===== config.mk =====
export PLATFORM = sky130hd
export DESIGN_NAME = apb_master
export DESIGN_NICKNAME = d
export VERILOG_FILES = /design/src/rtl/apb_master.sv
export SDC_FILE = /design/constraint.sdc
export NUM_CORES = 1
export LEC_CHECK = 0
export CAP_MARGIN = 10
export CORE_MARGIN = 2
export CORE_UTILIZATION = 36
export DETAILED_ROUTE_END_ITERATION = 16
export PLACE_DENSITY_LB_ADDON = 0.25
export SYNTH_ARGS = -nofsm -noshare
export SYNTH_HDL_FRONTEND = slang
export SYNTH_SLANG_ARGS = --single-unit

===== constraint.sdc =====
create_clock -name sys_clk -period 4.35 [get_ports sys_clk]
set_input_delay 1.305 -clock sys_clk [delete_from_list [all_inputs] [get_ports sys_clk]]
set_output_delay 1.305 -clock sys_clk [all_outputs]
set_load 0.02 [all_outputs]

===== src/rtl/apb_master.sv =====
// ---------------------------------------------------------------------------
// apb_master
//
// Turns a simple valid/ready command interface into single APB transfers
// (one outstanding transfer at a time). It also returns a one-cycle response
// pulse that carries the read data and an error flag.
//
// Optional feature (compile-time macro APB_TIMEOUT_EN):
//   When defined, a counter tracks ACCESS-phase cycles. A transfer whose slave
//   has not raised tim_pready within TIMEOUT_CYC ACCESS cycles is aborted. It
//   then responds with rsp_err=1 and rsp_timeout=1.
//   When undefined, ACCESS waits indefinitely and rsp_timeout is tied to 0.
//
// Parameters
//   TIMEOUT_CYC  maximum ACCESS cycles before abort (APB_TIMEOUT_EN only)
//
// Ports
//   sys_clk      single clock, rising edge
//   sys_rst      asynchronous active-high reset
//   cmd_valid    command request
//   cmd_ready    command accepted when high together with cmd_valid
//   cmd_write    1 = write, 0 = read
//   cmd_addr     byte address (must be word aligned)
//   cmd_wdata    write data
//   cmd_strb     write byte strobes
//   rsp_valid    one-cycle response pulse
//   rsp_rdata    read data, held until the next read response
//   rsp_err      slave error, misaligned address or timeout
//   rsp_timeout  response caused by timeout
//   tim_psel, tim_penable, tim_pwrite, tim_paddr, tim_pwdata, tim_pstrb
//                APB request signals (registered)
//   tim_prdata, tim_pready, tim_pslverr
//                APB completion signals from the slave
// ---------------------------------------------------------------------------
module apb_master #(
  parameter int unsigned TIMEOUT_CYC = 255
) (
  input  logic        sys_clk,
  input  logic        sys_rst,
  // command side
  input  logic        cmd_valid,
  output logic        cmd_ready,
  input  logic        cmd_write,
  input  logic [31:0] cmd_addr,
  input  logic [31:0] cmd_wdata,
  input  logic [3:0]  cmd_strb,
  // response side
  output logic        rsp_valid,
  output logic [31:0] rsp_rdata,
  output logic        rsp_err,
  output logic        rsp_timeout,
  // APB side
  output logic        tim_psel,
  output logic        tim_penable,
  output logic        tim_pwrite,
  output logic [31:0] tim_paddr,
  output logic [31:0] tim_pwdata,
  output logic [3:0]  tim_pstrb,
  input  logic [31:0] tim_prdata,
  input  logic        tim_pready,
  input  logic        tim_pslverr
);

  typedef enum logic [1:0] {
    IDLE   = 2'd0,
    SETUP  = 2'd1,
    ACCESS = 2'd2,
    RESP   = 2'd3
  } state_t;

  state_t state;

  // NOTE: cmd_ready is decoded from the state register and not registered
  // separately. That keeps it low while reset is held and high in the very
  // first cycle after release. A separate flop would add a dead cycle.
  assign cmd_ready = (state == IDLE) && !sys_rst;

`ifdef APB_TIMEOUT_EN
  // Wide enough to hold TIMEOUT_CYC-1, the last index of an ACCESS cycle.
  localparam int unsigned CNT_W = (TIMEOUT_CYC > 1) ? $clog2(TIMEOUT_CYC) : 1;
  localparam logic [CNT_W-1:0] CNT_LAST = CNT_W'(TIMEOUT_CYC - 1);

  logic [CNT_W-1:0] access_cnt;
  logic             rsp_timeout_q;

  assign rsp_timeout = rsp_timeout_q;
`else
  assign rsp_timeout = 1'b0;
`endif

  // NOTE: every state and output register below is written with non-blocking
  // assignments in this one clocked block. All outputs therefore update together
  // on the edge and are free of combinational glitches. The block has no
  // combinational process, so it can infer no latch.
  always_ff @(posedge sys_clk or posedge sys_rst) begin
    if (sys_rst) begin
      state       <= IDLE;
      rsp_valid   <= 1'b0;
      rsp_rdata   <= '0;
      rsp_err     <= 1'b0;
      tim_psel    <= 1'b0;
      tim_penable <= 1'b0;
      tim_pwrite  <= 1'b0;
      tim_paddr   <= '0;
      tim_pwdata  <= '0;
      tim_pstrb   <= '0;
`ifdef APB_TIMEOUT_EN
      access_cnt    <= '0;
      rsp_timeout_q <= 1'b0;
`endif
    end else begin
      // Default: the response pulse lasts a single cycle.
      rsp_valid <= 1'b0;

      case (state)
        IDLE: begin
          if (cmd_valid) begin
            if (cmd_addr[1:0] != 2'b00) begin
              // A misaligned request never reaches the bus. It only reports
              // an error, and rsp_rdata keeps its previous value.
              state     <= RESP;
              rsp_valid <= 1'b1;
              rsp_err   <= 1'b1;
`ifdef APB_TIMEOUT_EN
              rsp_timeout_q <= 1'b0;
`endif
            end else begin
              // The command is copied into the APB registers here. Later
              // activity on cmd_* cannot disturb this transfer.
              state      <= SETUP;
              tim_psel   <= 1'b1;
              tim_paddr  <= cmd_addr;
              tim_pwrite <= cmd_write;
              tim_pwdata <= cmd_write ? cmd_wdata : '0;
              tim_pstrb  <= cmd_write ? cmd_strb  : '0;
`ifdef APB_TIMEOUT_EN
              access_cnt <= '0;
`endif
            end
          end
        end

        SETUP: begin
          state       <= ACCESS;
          tim_penable <= 1'b1;
        end

        ACCESS: begin
          // tim_pslverr and tim_prdata are only sampled together with
          // tim_pready.
          if (tim_pready) begin
            state       <= RESP;
            rsp_valid   <= 1'b1;
            rsp_err     <= tim_pslverr;
            if (!tim_pwrite) begin
              rsp_rdata <= tim_prdata;
            end
            tim_psel    <= 1'b0;
            tim_penable <= 1'b0;
            tim_pwrite  <= 1'b0;
            tim_paddr   <= '0;
            tim_pwdata  <= '0;
            tim_pstrb   <= '0;
`ifdef APB_TIMEOUT_EN
            rsp_timeout_q <= 1'b0;
          end else if (access_cnt == CNT_LAST) begin
            // The last allowed ACCESS cycle passed without tim_pready.
            // Abandon the transfer. A tim_pready that arrives later is not
            // observed because the FSM has already left ACCESS.
            state         <= RESP;
            rsp_valid     <= 1'b1;
            rsp_err       <= 1'b1;
            rsp_timeout_q <= 1'b1;
            tim_psel      <= 1'b0;
            tim_penable   <= 1'b0;
            tim_pwrite    <= 1'b0;
            tim_paddr     <= '0;
            tim_pwdata    <= '0;
            tim_pstrb     <= '0;
          end else begin
            access_cnt <= access_cnt + 1'b1;
`endif
          end
        end

        RESP: begin
          state <= IDLE;
        end

        default: begin
          state <= IDLE;
        end
      endcase
    end
  end

endmodule


==> summary.txt <==
Critical path
  • Worst-path fanout max: 2
  • R2R setup slack: 2.03 ns
  • CP arrival: 2.50 ns
  • CP startpoint kind: input port
  • Crit path kind: in -> out
  • Crit. End Element: output port
  • Worst r2r dst: tim_paddr[13]$_DFFE_PP0P_
  • Worst r2r src: state[0]$_DFFE_PP0P_
  • Worst EP required: 3.04 ns
  • Reg2reg path depth: 5

CTS
  • Clk root buf: clkbuf_16
  • Clk sinks: 107
  • PostCTS Resize Cnt: 0
  • Post-CTS Hold Fix Bufs: 0
  • Max Root-Sink Buffers: 2
  • CTS tree: built
  • Clock transition at path regs: 0.07 ns
  • TritonCTS buffer count: 9
  • Max H-tree Level: 3
  • Setup bufs post-CTS: 0
  • Skew-Pair Late Insertion Delay: 0.34 ns

Detailed routing
  • Initial DRC Count: 128
  • First drt pass iteration count: 4
  • DR vias: 2997
  • Post-route ant nets: 0
  • Final WL: 10700 um
  • WL per Instance: 17.2 um
  • DRC errors left: 0
  • Vias/cell: between 4 and 5

Floorplanning
  • Initial core utilization: 36.6%
  • Vert. Die Dim: ~110 um
  • Core ar.: 0.0113 mm2
  • Die X: 111 um
  • I/O pins: 213
  • Die footprint: 0.0124 mm2
  • Row cnt: 39

Status
  • Result of the run: finished, final reports clean

Cells and area
  • Share of cells above drive strength 1: between 10% and 20%
  • Fill count: 923
  • Area grow syn2layout: 61.5%
  • Most frequent cells in the layout: clkdlybuf4s50_1 (211), dfrtp_1 (107), a22o_1 (66)
  • Commonest non-fill, non-tap cell in the layout: clkdlybuf4s50_1
  • Ant. Diodes: 0
  • Layout Utilization: 59.1%
  • Fin nets: 582

STA
  • Clock period minus worst slack: 3.80 ns
  • Setup-failing EPs final: 0
  • Final Slew Violations: 0
  • Final period utilization: between 80% and 90%
  • Tightest Pin Transition: 1.17 ns
  • Final hold vios: 0
  • Fmax: 263 MHz
  • Setup Skew: 0.00564 ns
  • Worst hold slack: 0.497 ns
  • Max-slew headroom: 22.0%
  • Setup TNS: 0 ns
  • RSZ-0062 raised after global routing: no

Place
  • Port-buffer cells: 211
  • Routability cong.: 0.751
  • Final HPWL DP: 7490 um

Yosys
  • Post-synth net total: roughly 380
  • Register area share after synthesis: about 65%
  • Yosys warns: 0
  • Post-Syn Area per Cell: 15.6 um2
  • Cell Area, Synth: 0.00414 mm2
  • Cell variety after synth: 29
  • Synth Register Bits: between 100 and 150
  • Synth Instances: roughly 270

Power and ir drop
  • VDD IR max: ~0.42 mV
  • Leakage: 3.04 nW
  • Power density over the cells: around 630 mW/mm2

Worst hold path
  • Worst hold start: tim_paddr[0]$_DFFE_PP0P_
  • Hold depth: 1
  • Hold Path Class: reg -> reg
  • Hold Path End: tim_paddr[0]$_DFFE_PP0P_

Global route
  • Total Routing Usage GR: between 10% and 20%
  • Initial antenna violation count: 0
  • Largest net degree at the start of global routing: 61
  • Number of global-route vias before repair: 3120
  • First-pass GRT wire length: 17000 um
  • Grt ovf: 0

Job
  • Max-cap violations: 0
[power by group]
part	internal [mW]	switching (mW)
combinational	0.967	0.846
sequential	1.28	0.168
clock	0.564	0.358
total	2.82	1.37
[worst max-delay path: stages]
cell,delay [ns]
clkdlybuf4s50_1,0.47
nor2_1,0.12
clkdlybuf4s50_1,0.61
[routing by layer]
metal / part of all wire (%) / wire length [um] / global-route usage, % / vias to the layer above
met5: 0 / 0 / 0 / -
met4: 1.8 / 189 / 6.26 / 0
met3: 8.5 / 908 / 6.40 / 15
met2: 45 / 4770 / 25.9 / 141
met1: 45 / 4800 / 23.4 / 1453
li1: - / - / - / 1388
[cell usage after synthesis, drive strengths merged]
master	count	area, um2
a21o	2	15.0
a21oi	2	10.0
a221oi	1	8.76
a22o	66	578
and2	3	18.8
and3	1	6.26
and4bb	1	12.5
buf	20	140
clkbuf	1	3.75
conb	1	3.75
dfrtp	107	2680
ha	4	50.1
inv	6	22.5
mux2	33	484
nand2	2	10.0
nor2	4	15.0
nor2b	2	12.5
nor3b	1	7.51
o21ai	2	10.0
o22ai	3	25.0
o2bb2ai	1	8.76
o32a	1	10.0
or2	1	6.26
or2b	1	7.51
[sequential cells by signal (all words and copies together) (netlist names)]
name and flops:
tim_pwrite 1, tim_psel 1, tim_pwdata 32, rsp_rdata 32, tim_pstrb 4, tim_paddr 32
tim_penable 1, rsp_valid 1, rsp_err 1, state 2
[metrics by stage]
step	area, um2	cells	setup slack, ns	total power, mW
after global placement	6350	604	0.557	3.25
final	6690	620	0.550	4.19
after floorplan	4140	266	0.228	2.48
after detailed placement	6350	604	0.547	3.29
after global routing	6690	620	0.516	4.39
after CTS	6690	620	0.543	4.23
[cell type report]
type	instances	area, um2	share of cell area [%]
Clock inverter	6	114	1.70
Tap cell	143	179	2.67
Multi-Input combinational cell	132	1310	19.5
Clock buffer	10	229	3.42
Inverter	6	25.0	0.374
Sequential cell	107	2680	40.0
Timing Repair Buffer	216	2160	32.3
[worst max-delay path by stage]
stage          startpoint                  end  slack, ns  cells after the start
6_report          sys_rst            cmd_ready       0.55                      3
3_5_place_dp      sys_rst            cmd_ready       0.55                      3
2_1_floorplan     sys_rst  rsp_err$_DFFE_PP0P_       0.23                      1
4_1_cts           sys_rst            cmd_ready       0.54                      3
5_1_grt           sys_rst            cmd_ready       0.52                      3
3_3_place_gp      sys_rst            cmd_ready       0.56                      3
[cell families after synthesis]
family / Yosys count / synth area share, %
buffers and inverters: 27 / 4.02
adders and majority gates: 4 / 1.21
DFF: 107 / 64.6
other: 1 / 0.0905
muxes: 33 / 11.7
and+or+nand+nor: 16 / 2.33
AOI/OAI and AO/OA: 78 / 16.1
(Power assumes the default switching activity.)
==> RTL change, RTL diff (config.mk and constraints unchanged) <==
Add a define of `APB_TIMEOUT_EN`.
--- a/src/rtl/apb_master.sv
+++ b/src/rtl/apb_master.sv
@@ -34,2 +34,4 @@
 // ---------------------------------------------------------------------------
+`define APB_TIMEOUT_EN
+
 module apb_master #(
Function: same outputs for any inputs over 10 cycles, from zero or initial values and one cycle with sys_rst high; that may be too few to reach the edited logic, so the function may still have changed.
==> RTL change against the unedited design <==
- power increased by 42%
- sequential cell count is 9 higher
- sequential power is 25% higher
- setup slack worse by 0.088 ns
- area after synthesis grew 18%
- combinational power rose by 55%
- final area up 16%
- first-iteration DRC count rose by 88%
- wire length rose by 24%
- via count increased by 39%
- critical endpoint unchanged
- largest power group unchanged
==> RTL change: results <==
INSERT INTO impl_metrics (metric_group, metric, value, unit) VALUES
('outcome', 'status', 'finished clean', ''),
('route', 'route.vias.total', '4161', ''),
('synthesis', 'muxShareOfSynthArea', '7.81', '%'),
('clock_tree', 'clk_transition_reported_paths', '0.05', 'ns'),
('route', 'met3RoutedLength', '1.03', 'mm'),
('synthesis', 'yosys.area_share.adder', '1.53', '%'),
('placed_design', 'gpl.final_weighted_congestion', '0.742', ''),
('sta', 'finClkSkew', '0.00588', 'ns'),
('worst_setup_path', 'cp.arrival', '2.58', 'ns'),
('synthesis', 'synth_xor_xnor_area_share', '0.179', '%'),
('synthesis', 'yosys.cell_types.count', '42', ''),
('placed_design', 'hpwl', '9.05', 'mm'),
('worst_setup_path', 'reg2reg_slack', '1.87', 'ns'),
('synthesis', 'synth_sequential_area_ratio', '59.2', '%'),
('global_routing', 'grtUsageTotal', '18.5', '%'),
('synthesis', 'synthesis.nets', '571', ''),
('worst_setup_path', 'r2r_cells', '7', ''),
('route', 'drtIter0Drc', '240', ''),
('route', 'wl_met1', '5.78', 'mm'),
('route', 'detail_route.wirelength', '13.2', 'mm');
## RTL change: power by group through the flow
stage | Sequential, µW | Clock, µW | Combinational (µW)
final | 1810 | 1340 | 2810
after global routing | 1870 | 1430 | 3040
after CTS | 1810 | 1370 | 2840
after detailed placement | 1820 | 0 | 2830
after global placement | 1800 | 0 | 2780
after floorplan | 2340 | 0 | 1050
## RTL change: how the worst max path moves through the flow
stage	start	to	slack, ns	depth (start not counted)
6_report	sys_rst	cmd_ready	0.46	3
5_1_grt	sys_rst	cmd_ready	0.42	3
4_1_cts	sys_rst	cmd_ready	0.45	3
3_5_place_dp	sys_rst	cmd_ready	0.45	3
3_3_place_gp	sys_rst	cmd_ready	0.54	3
2_1_floorplan	sys_rst	cmd_ready	1.44	1
## RTL change: cells by family (layout without fill, tap and decap cells)
group / count (synthesis) / after routing
buffers and inverters: 66 / 290
multiplexers: 34 / 34
adder cells (fa/ha/maj): 6 / 6
flip-flops: 116 / 116
XOR/XNOR: 1 / 1
AND/OR/NAND/NOR: 103 / 103
AO/OA/AOI/OAI: 133 / 133
## RTL change: area by class of cell
cell class                 count  area [µm²]  area share, %
clock inverter                13         135           1.74
clock buffer                  19         443           5.72
multi-input combinational    277        1710           22.1
tap                          176         220           2.84
timing repair buffer         221        2190           28.3
inverter                      37         143           1.84
sequential                   116        2900           37.5
## RTL change: stage by stage
| stage | hold WS (ns) | cells |
|---|---|---|
| floorplan | 0.443 | 459 |
| global placement | 0.466 | 827 |
| detailed placement | 0.484 | 827 |
| CTS | 0.502 | 859 |
| global route | 0.517 | 859 |
| finish | 0.495 | 859 |
## RTL change: critical path: cells and delay by family
family                 cells  cell delay, ns
buffers and inverters      2            1.10
AND/OR/NAND/NOR            1            0.17
